`src/rtl/rib_pkg.sv`:
```
// Shared constants and types for the round-robin RIB interconnect.
package rib_pkg;

    localparam int unsigned SEL_BITS  = 4;

    localparam int unsigned RIB_ROM   = 0;
    localparam int unsigned RIB_RAM   = 1;
    localparam int unsigned RIB_TIMER = 2;
    localparam int unsigned RIB_UART  = 3;
    localparam int unsigned RIB_GPIO  = 4;
    localparam int unsigned RIB_SPI   = 5;

    typedef enum logic {
        IDLE  = 1'b0,
        GRANT = 1'b1
    } rib_state_e;

endpackage

```
`src/rtl/rib_rr_xbar_if.sv`:
```
// Master-side request bus and shared slave bus of the RIB interconnect.
interface rib_rr_xbar_if #(
    parameter int unsigned NM = 4,
    parameter int unsigned NS = 6,
    parameter int unsigned AW = 32,
    parameter int unsigned DW = 32
);
    logic [NM-1:0]    m_req;
    logic [NM-1:0]    m_we;
    logic [NM*AW-1:0] m_addr;
    logic [NM*DW-1:0] m_wdata;
    logic [NM*DW-1:0] m_rdata;
    logic [NM-1:0]    m_gnt;
    logic [AW-1:0]    s_addr;
    logic [DW-1:0]    s_wdata;
    logic [NS*DW-1:0] s_rdata;
    logic [NS-1:0]    s_we;
    logic             hold_flag;
    logic             err;

    // Interconnect side
    modport slave (
        input  m_req, m_we, m_addr, m_wdata, s_rdata,
        output m_rdata, m_gnt, s_addr, s_wdata, s_we, hold_flag, err
    );

    // Requesters and slaves attached to the interconnect
    modport master (
        output m_req, m_we, m_addr, m_wdata, s_rdata,
        input  m_rdata, m_gnt, s_addr, s_wdata, s_we, hold_flag, err
    );
endinterface

```
`src/rtl/rib_rr_pick.sv`:
```
// One-hot request picker: round-robin starting at ptr, or lowest index first.
module rib_rr_pick #(
    parameter int unsigned NM        = 4,
    parameter int unsigned PRIO_MODE = 0,
    localparam int unsigned PW       = $clog2(NM)
) (
    input  logic [NM-1:0] req,
    input  logic [PW-1:0] ptr,
    output logic [NM-1:0] gnt_c
);
    int unsigned idx;
    logic        found;

    always_comb begin
        gnt_c = '0;
        found = 1'b0;
        idx   = 0;
        for (int unsigned i = 0; i < NM; i++) begin
            idx = (PRIO_MODE != 0) ? i : ((32'(ptr) + i) % NM);
            if (!found && req[PW'(idx)]) begin
                gnt_c[PW'(idx)] = 1'b1;
                found           = 1'b1;
            end
        end
    end
endmodule

```
`src/rtl/rib_rr_xbar.sv`:
```
// NM-master to NS-slave RIB interconnect with registered grant, burst
// preemption, address decode, decode-error pulse and core-hold flag.
module rib_rr_xbar
    import rib_pkg::*;
#(
    parameter int unsigned NM        = 4,
    parameter int unsigned NS        = 6,
    parameter int unsigned AW        = 32,
    parameter int unsigned DW        = 32,
    parameter int unsigned PRIO_MODE = 0,
    parameter int unsigned MAX_BURST = 8,
    parameter logic [NM-1:0] HOLD_MASK = NM'(4'hC)
) (
    input  logic           clk,
    input  logic           rst,
    rib_rr_xbar_if.slave   bus
);
    localparam int unsigned PW      = $clog2(NM);
    localparam int unsigned CNT_MAX = (MAX_BURST == 0) ? 0 : MAX_BURST - 1;
    localparam int unsigned CW      = (CNT_MAX > 0) ? $clog2(CNT_MAX + 1) : 1;

    rib_state_e    state;
    logic [NM-1:0] gnt_q;
    logic [PW-1:0] ptr;
    logic [CW-1:0] cnt;
    logic          hold_q;
    logic          err_q;

    logic [NM-1:0]       rival_c;
    logic [NM-1:0]       pick_c;
    logic [PW-1:0]       pick_idx_c;
    logic [PW-1:0]       next_ptr_c;
    logic                own_valid_c;
    logic                own_req_c;
    logic                own_we_c;
    logic [AW-1:0]       own_addr_c;
    logic [DW-1:0]       own_wdata_c;
    logic [SEL_BITS-1:0] sel_c;
    logic                sel_ok_c;
    logic [DW-1:0]       slave_rd_c;
    logic                preempt_c;

    assign rival_c     = bus.m_req & ~gnt_q;
    assign own_valid_c = |gnt_q;
    assign own_req_c   = |(bus.m_req & gnt_q);
    assign sel_c       = own_addr_c[AW-1 -: SEL_BITS];
    assign sel_ok_c    = own_valid_c && (32'(sel_c) < NS);
    assign preempt_c   = (MAX_BURST != 0) && (cnt == CW'(CNT_MAX)) && (|rival_c);
    assign next_ptr_c  = (pick_idx_c == PW'(NM - 1)) ? '0 : pick_idx_c + PW'(1);

    // The owner never competes, so it ends up last in round-robin order
    rib_rr_pick #(
        .NM       (NM),
        .PRIO_MODE(PRIO_MODE)
    ) u_pick (
        .req  (rival_c),
        .ptr  (ptr),
        .gnt_c(pick_c)
    );

    always_comb begin
        pick_idx_c = '0;
        for (int unsigned i = 0; i < NM; i++) begin
            if (pick_c[i]) pick_idx_c = PW'(i);
        end
    end

    // Owner mux; everything is zero while nobody holds the grant
    always_comb begin
        own_we_c    = 1'b0;
        own_addr_c  = '0;
        own_wdata_c = '0;
        for (int unsigned i = 0; i < NM; i++) begin
            if (gnt_q[i]) begin
                own_we_c    = bus.m_we[i];
                own_addr_c  = bus.m_addr[i*AW +: AW];
                own_wdata_c = bus.m_wdata[i*DW +: DW];
            end
        end
    end

    always_comb begin
        bus.s_we   = '0;
        slave_rd_c = '0;
        for (int unsigned j = 0; j < NS; j++) begin
            if (sel_ok_c && (32'(sel_c) == j)) begin
                bus.s_we[j] = own_we_c && own_req_c;
                slave_rd_c  = bus.s_rdata[j*DW +: DW];
            end
        end
    end

    always_comb begin
        bus.m_rdata = '0;
        for (int unsigned i = 0; i < NM; i++) begin
            if (gnt_q[i]) bus.m_rdata[i*DW +: DW] = slave_rd_c;
        end
    end

    assign bus.s_addr    = {SEL_BITS'(0), own_addr_c[AW-SEL_BITS-1:0]};
    assign bus.s_wdata   = own_wdata_c;
    assign bus.m_gnt     = gnt_q;
    assign bus.hold_flag = hold_q;
    assign bus.err       = err_q;

    // Arbitration FSM with burst counter, pointer, hold and error registers
    always_ff @(posedge clk) begin
        if (rst) begin
            state  <= IDLE;
            gnt_q  <= '0;
            ptr    <= '0;
            cnt    <= '0;
            hold_q <= 1'b0;
            err_q  <= 1'b0;
        end else begin
            hold_q <= |((gnt_q | bus.m_req) & HOLD_MASK);
            err_q  <= own_valid_c && own_req_c && !sel_ok_c;
            case (state)
                IDLE: begin
                    if (|bus.m_req) begin
                        state <= GRANT;
                        gnt_q <= pick_c;
                        ptr   <= next_ptr_c;
                        cnt   <= '0;
                    end
                end
                GRANT: begin
                    if ((!own_req_c || preempt_c) && (|rival_c)) begin
                        gnt_q <= pick_c;
                        ptr   <= next_ptr_c;
                        cnt   <= '0;
                    end else if (!own_req_c) begin
                        state <= IDLE;
                        gnt_q <= '0;
                    end else if (cnt != CW'(CNT_MAX)) begin
                        cnt <= cnt + CW'(1);
                    end
                end
                default: begin
                    state <= IDLE;
                    gnt_q <= '0;
                end
            endcase
        end
    end
endmodule

```
`src/flat_wrapper.sv`:
```
// flat-port wrapper written by rule: the top's interface ports become plain ports
module rib_rr_xbar_flat import rib_pkg::*;
#(
    parameter int unsigned NM        = 4,
    parameter int unsigned NS        = 6,
    parameter int unsigned AW        = 32,
    parameter int unsigned DW        = 32,
    parameter int unsigned PRIO_MODE = 0,
    parameter int unsigned MAX_BURST = 8,
    parameter logic [NM-1:0] HOLD_MASK = NM'(4'hC)
)
  (clk, rst, bus_m_req, bus_m_we, bus_m_addr, bus_m_wdata, bus_s_rdata, bus_m_rdata, bus_m_gnt, bus_s_addr, bus_s_wdata, bus_s_we, bus_hold_flag, bus_err);
  rib_rr_xbar_if #(.NM(NM), .NS(NS), .AW(AW), .DW(DW)) bus_i ();
  input  logic clk;
  input  logic rst;
  input wire logic [$bits(bus_i.m_req)-1:0] bus_m_req;
  input wire logic [$bits(bus_i.m_we)-1:0] bus_m_we;
  input wire logic [$bits(bus_i.m_addr)-1:0] bus_m_addr;
  input wire logic [$bits(bus_i.m_wdata)-1:0] bus_m_wdata;
  input wire logic [$bits(bus_i.s_rdata)-1:0] bus_s_rdata;
  output wire logic [$bits(bus_i.m_rdata)-1:0] bus_m_rdata;
  output wire logic [$bits(bus_i.m_gnt)-1:0] bus_m_gnt;
  output wire logic [$bits(bus_i.s_addr)-1:0] bus_s_addr;
  output wire logic [$bits(bus_i.s_wdata)-1:0] bus_s_wdata;
  output wire logic [$bits(bus_i.s_we)-1:0] bus_s_we;
  output wire logic [$bits(bus_i.hold_flag)-1:0] bus_hold_flag;
  output wire logic [$bits(bus_i.err)-1:0] bus_err;
  assign bus_i.m_req = bus_m_req;
  assign bus_i.m_we = bus_m_we;
  assign bus_i.m_addr = bus_m_addr;
  assign bus_i.m_wdata = bus_m_wdata;
  assign bus_i.s_rdata = bus_s_rdata;
  assign bus_m_rdata = bus_i.m_rdata;
  assign bus_m_gnt = bus_i.m_gnt;
  assign bus_s_addr = bus_i.s_addr;
  assign bus_s_wdata = bus_i.s_wdata;
  assign bus_s_we = bus_i.s_we;
  assign bus_hold_flag = bus_i.hold_flag;
  assign bus_err = bus_i.err;
  rib_rr_xbar #(.NM(NM), .NS(NS), .AW(AW), .DW(DW), .PRIO_MODE(PRIO_MODE), .MAX_BURST(MAX_BURST), .HOLD_MASK(HOLD_MASK)) u_core (.clk(clk), .rst(rst), .bus(bus_i));
endmodule
```
`config.mk`:
```
export PLATFORM = sky130hd
export DESIGN_NAME = rib_rr_xbar_flat
export DESIGN_NICKNAME = d
export VERILOG_FILES = /design/src/rtl/rib_pkg.sv /design/src/rtl/rib_rr_xbar_if.sv /design/src/rtl/rib_rr_pick.sv /design/src/rtl/rib_rr_xbar.sv /design/src/flat_wrapper.sv
export SDC_FILE = /design/constraint.sdc
export NUM_CORES = 1
export LEC_CHECK = 0
export CORE_AREA = 2 2 256 258
export DETAILED_ROUTE_END_ITERATION = 16
export DIE_AREA = 0 0 258 260
export HOLD_SLACK_MARGIN = 0.06
export PLACE_DENSITY = 0.46
export SLEW_MARGIN = 15
export SYNTH_ARGS = -nofsm -noshare
export SYNTH_HDL_FRONTEND = slang
export SYNTH_SLANG_ARGS = --single-unit
export TNS_END_PERCENT = 50
```
`constraint.sdc`:
```
create_clock -name clk -period 2.39 [get_ports clk]
set_input_delay 0.478 -clock clk [delete_from_list [all_inputs] [get_ports clk]]
set_output_delay 0.478 -clock clk [all_outputs]
set_load 0.02 [all_outputs]
```
Yosys cells after proc, flatten, opt, wreduce, memory -nomap -nowiden
Cells that the tools add are included.
{"block": "classes", "add_sub_neg": 5, "n_mul": 0, "div": 0, "n_lt_le_gt_ge": 9, "n_eq_ne": 13, "n_shift": 0, "muxes": 71, "bitwise": 8, "reduce_logical": 34}
{"op": "two-way mux 32 bit", "count": 18}
{"op": "two-way mux 4 bit", "count": 7}
{"op": "two-way mux 1 bit", "count": 25}
{"op": "logical AND 1 bit", "count": 19}
{"op": "OR 4 bit", "count": 4}
{"op": "OR reduction 4 bit", "count": 4}
{"op": "less-than comparator 2 x 3 -> 1 bit, second input constant", "count": 4}
{"op": "two-way mux 3 bit", "count": 4}
{"op": "!= test 3 bit, second input constant", "count": 4}
{"op": "two-way mux 2 bit", "count": 5}
{"op": "AND 4 bit", "count": 2}
{"op": "binary-select mux 1 bit (select 2 bit)", "count": 4}
{"op": "demux 1 bit (select 2 bit)", "count": 4}
{"op": "equality test 4 x 2 -> 1 bit, second input constant", "count": 2}
{"op": "equality test 4 x 3 -> 1 bit, second input constant", "count": 2}
{"op": "greater-or-equal comparator 2 x 1 -> 1 bit, second input constant", "count": 4}
{"op": "one-hot mux 4 bit (2 select lines)", "count": 1}
{"op": "one-hot mux 3 bit (2 select lines)", "count": 1}
{"op": "logical NOT 1 bit", "count": 5}
{"op": "adder 2 x 1 -> 2 bit, second input constant", "count": 2}
{"op": "adder 2 bit, second input constant", "count": 2}
{"op": "equality test 4 x 1 -> 1 bit, second input constant", "count": 1}
{"op": "logical NOT 4 bit", "count": 1}
{"op": "less-than comparator 4 x 3 -> 1 bit, second input constant", "count": 1}
{"op": "13 further kinds", "count": 14}
{"block": "totals", "reg_bits": 12, "latchBits": 0, "ram_bits": 0, "romBits": 0, "inputBits": 458, "out_inout_bits": 204, "word_cells": 146, "n_memories": 0}

Longest topological paths before layout
{"block": "logic_depth", "depth_word": 21, "mapped_depth": 9, "depth_no_buf": 8}

Hierarchy
Synthesis repeated with hierarchy kept, for this count alone.
{"block": "hier_totals", "cells_unflattened": 933, "hier_area_um2": 5775.5}
{"module": "rib_rr_xbar", "instances": 1, "cells_each": 897, "area_per_inst_um2": 5437.7, "seq_area_each_um2": 240.2}
{"module": "rib_rr_pick", "instances": 1, "cells_each": 36, "area_per_inst_um2": 337.8, "seq_area_each_um2": 0.0}

Worst setup path before layout
OpenSTA, ideal clock, no wires.
{"block": "synth_timing", "path_type": "flip-flop to output port", "start": "reg u_core.gnt_q[2], in the netlist u_core.bus.m_gnt[2]", "end": "out bus_s_we[2]", "arrival_ps": 2394, "t_required_ps": 1912, "path_slack_ps": -482, "stages_incl_launch_ff": 9, "path_buffers": 3, "cell_sequence": "dfxtp_1 > buf_4 > nor3b_1 > o311ai_1 > a21o_1 > buf_2 > buf_1 > or3_1 > nor3_1"}
{"block": "synth_via", "elab_chain_cells": 6, "word_cells_on_any_way": 13, "cone_classes": "order compare: 1; eq/ne: 1; mux: 5; bitwise: 1; reduce/logical: 5"}
{"element": "from (decl)", "line_no": "rib_rr_xbar.sv:23", "text": "logic [NM-1:0] gnt_q;"}
{"element": "from (signal assigned)", "line_no": "rib_rr_xbar.sv:122", "text": "gnt_q <= pick_c;"}
{"element": "from (signal assigned)", "line_no": "rib_rr_xbar.sv:129", "text": "gnt_q <= pick_c;"}
{"element": "two-way mux 32 bit (2 in a row)", "line_no": "rib_rr_xbar.sv:74", "text": "if (gnt_q[i]) begin"}
{"element": "less-than comparator 4 x 3 -> 1 bit", "line_no": "rib_rr_xbar.sv:47", "text": "assign sel_ok_c = own_valid_c && (32'(sel_c) < NS);"}
{"element": "logical AND 1 bit", "line_no": "rib_rr_xbar.sv:47"}
{"element": "logical AND 1 bit", "line_no": "rib_rr_xbar.sv:86", "text": "if (sel_ok_c && (32'(sel_c) == j)) begin"}
{"element": "two-way mux 1 bit (*)", "line_no": "rib_rr_xbar.sv:86"}
{"element": "to (decl)", "line_no": "flat_wrapper.sv:25", "text": "output wire logic [$bits(bus_i.s_we)-1:0] bus_s_we;"}
Mark *: on every way between the ends. The rest lies on a longest branch, timed or not.

Final worst setup path
{"block": "layout_timing", "start": "reg u_core.gnt_q[2], in the netlist u_core.bus.m_gnt[2]", "end": "out bus_m_rdata[89]"}
{"block": "layout_via", "elab_chain_cells": 12, "word_cells_on_any_way": 24, "cone_classes": "order compare: 1; eq/ne: 5; mux: 9; reduce/logical: 9"}
{"element": "two-way mux 32 bit (2 in a row)", "line_no": "rib_rr_xbar.sv:74"}
{"element": "less-than comparator 4 x 3 -> 1 bit", "line_no": "rib_rr_xbar.sv:47"}
{"element": "logical AND 1 bit", "line_no": "rib_rr_xbar.sv:47"}
{"element": "logical AND 1 bit", "line_no": "rib_rr_xbar.sv:86"}
{"element": "two-way mux 32 bit (6 in a row)", "line_no": "rib_rr_xbar.sv:86"}
{"element": "two-way mux 32 bit (*)", "line_no": "rib_rr_xbar.sv:96", "text": "if (gnt_q[i]) bus.m_rdata[i*DW +: DW] = slave_rd_c;"}
{"element": "to (decl)", "line_no": "flat_wrapper.sv:21", "text": "output wire logic [$bits(bus_i.m_rdata)-1:0] bus_m_rdata;"}
Marks and branches as above.

==> results.py <==
metrics = {
    "clock_tree": {
        "cts_tree": "built",
        "cts_max_level": 1,
        "clk_pin_slew_worst_paths_ps": 40,
        "cts_sinks": 12,
        "insertion_delay_ps": 240,
        "ctsHoldBuffers": 0,
        "cts_made_buffers": 3,
        "clock_path_buffers": 2,
        "cts-root-buf": "clkbuf_16",
    },
    "cells_and_area": {
        "final_layout_size_suffix_gt1_frac": 0.393,
        "final_cell_area_um2": 16200,
        "fin_util": 0.253,
        "instances_no_fill": 2541,
        "diodes": 0,
        "nets": 2153,
        "syn_to_final_growth_pct": 195,
    },
    "placed_design": {
        "dp_hpwl_um": 38900,
        "port_buffers": 657,
        "post-place-cells": 2471,
        "routabilityCongestion": 0.864,
        "dpl_cell_area_um2": 14000,
    },
    "detailed_routing": {
        "detail_route.wl_per_cell_um": 20.7,
        "drtIter0Drc": 545,
        "antenna_left": 0,
        "viasPerCell": 4.07,
        "first_pass_iters": 5,
        "wirelength_um": 52600,
        "drc": 0,
        "num_vias": 10400,
    },
    "yosys": {
        "ys_seq_area_frac": 0.0437,
        "ys_ff_latch": 12,
        "netlist_instances": 959,
        "syn_area_um2": 5500,
        "synth_cell_types": 56,
        "async_flop_share": 0,
        "synth_flop_cell": "dfxtp_1",
        "synthTopCellsByArea": "and2_1, a21oi_1, o21ai_0, a22oi_1, nor2_1",
        "yosysTopAreaCell": "and2_1",
        "yosysMostFrequentCell": "and2_1",
        "avgSynthCellArea_um2": 5.74,
        "synth_top_area_share": 0.146,
        "synth_common_cells": "and2_1, nor2_1, a21oi_1, o21ai_0, nand2_1",
        "synth_edf_count": 0,
        "yosys_warnings": 0,
    },
    "global_route": {
        "grt_pass1_vias": 10300,
        "globalRouteTotalUtil": 0.140,
        "grt_pass1_wl_um": 71000,
        "grt_max_degree": 136,
        "overflow": 0,
        "antenna_found_initial": 1,
    },
    "floorplanning": {
        "coreArea_um2": 64100,
        "start_util": 0.0858,
        "die_area_um2": 67100,
        "placementRows": 93,
        "die_h_um": 260,
        "io_pins": 662,
        "die_w_um": 258,
    },
    "pwr": {
        "peakVddDrop_mv": 0.885,
        "powerDensity_nw_per_um2": 1320,
        "pwr-share-comb": 0.969,
        "sw_frac_of_total": 0.529,
        "clockPowerShare": 0.014,
        "p_leak_nw": 6.32,
        "p_seq_frac": 0.017,
        "p_total_mw": 21.4,
        "p_int_mw": 10.1,
        "p_switching_mw": 11.4,
    },
    "timing": {
        "min_period_ps": 3140,
        "slew_headroom": 0.521,
        "rsz0062_at_grt": "yes",
        "finalSetupViolCount": 196,
        "maxSlewViolCount": 0,
        "hold_viol": 0,
        "worst_slack_ps": -751,
        "fin_crit_sh": 1.31,
        "worstMarginPinSlew_ps": 719,
        "fin_skew_ps": 0.474,
        "max_freq_mhz": 318,
    },
    "run_status": {
        "violations": "setup timing",
        "status": "complete, but fails checks",
    },
    "setup_path": {
        "required_ps": 1910,
        "end_kind": "output port",
        "cp-start-kind": "flip-flop",
        "cp_data_arrival_time_ps": 2660,
        "rrSetupSlack_ps": -380,
        "crit_path_max_fanout": 7,
        "crit_type": "reg -> out",
    },
    "flow_run": {
        "maxCapViolCount": 0,
    },
    "worst_hold_path": {
        "min_path_type": "reg -> reg",
    },
}
[layer usage]
layer,global-route usage,vias to the layer above,part of all wire
li1,-,4897,-
met1,0.183,4942,0.43
met2,0.246,462,0.49
met3,0.0260,51,0.070
met4,0.0172,2,0.017
met5,0,-,0.00025
[kinds of logic after synthesis]
family / Yosys count / share of synthesized area
muxes: 7 / 0.0196
buffers and inverters: 132 / 0.0987
and+or+nand+nor: 397 / 0.365
DFF: 12 / 0.0437
AOI/OAI and AO/OA: 402 / 0.454
other: 1 / 0.000681
adders and majority gates: 8 / 0.0182
[layout make-up]
| class | instances | area [um^2] |
|---|---|---|
| clock buffers | 3 | 75.1 |
| clock inverters | 1 | 3.75 |
| fillers | 6968 | 47900 |
| inverters | 29 | 109 |
| multi-input cells | 818 | 6250 |
| flip-flops and latches | 12 | 255 |
| well taps | 855 | 1070 |
| repair buffers | 823 | 8490 |
[critical path: stages, from the launching register on]
cell	delay (ps)
dfxtp_4	370
buf_6	140
a21oi_4	160
o311ai_4	130
a21o_4	250
nor4_4	280
buf_6	150
buf_12	140
buf_8	140
a21oi_2	50
o221a_2	290
and2_4	170
buf_6	120
[sequential cells by signal, summed over array words and instances (netlist names)]
signal and count:
u_core.ptr 2, u_core.bus.err 1, u_core.bus.hold_flag 1, u_core.bus.m_gnt 4, u_core.state 1, u_core.cnt 3
[path summary, 6_finish.rpt]
path                             from         endpoint  depth (start not counted)
setup / recovery  u_core.bus.m_gnt[2]  bus_m_rdata[89]                         12
hold / removal          u_core.cnt[2]    u_core.cnt[2]                          2
setup reg to reg  u_core.bus.m_gnt[3]    u_core.ptr[1]                          9
hold reg to reg         u_core.cnt[2]    u_core.cnt[2]                          2
[timing repair]
action / CTS / global route
setup endpoints to repair: 203 / 203
buffers inserted: 39 / 22
pin swaps: 53 / 68
gates resized for setup: 925 / 478
cloned: 11 / 3
[layout by cell type (no fill, tap or decap), types with 14 or more instances in the layout]
master	netlist	routed
buf_2	11	17
o221a_4	0	16
nor2_1	126	104
nor2_2	1	14
buf_12	0	24
buf_4	7	137
o22ai_4	0	28
clkdlybuf4s50_1	0	448
a22oi_1	65	65
and2_4	0	110
inv_1	29	28
o21ai_1	3	54
nand2_1	78	76
a21oi_1	120	89
o21ai_0	116	60
buf_6	1	145
a21oi_2	0	23
[power by group through the flow]
stage	Clock [mW]	Sequential, mW	Combinational (mW)
2_1_floorplan	0	0.353	7.59
4_1_cts	0.312	0.369	18.9
3_5_place_dp	0	0.366	14.8
6_report	0.306	0.359	20.8
3_3_place_gp	0	0.367	14.7
5_1_grt	0.326	0.370	22.0
[through the flow]
stage | hold WS (ps) | worst slack [ps] | setup TNS (ps)
after CTS | 523 | -845 | -128370
after global placement | 496 | -1580 | -206000
final | 517 | -751 | -96890
after detailed placement | 514 | -1580 | -208650
after global routing | 562 | -826 | -116420
after floorplan | 481 | -143 | -14780
Power figures use the tool's default switching activity.
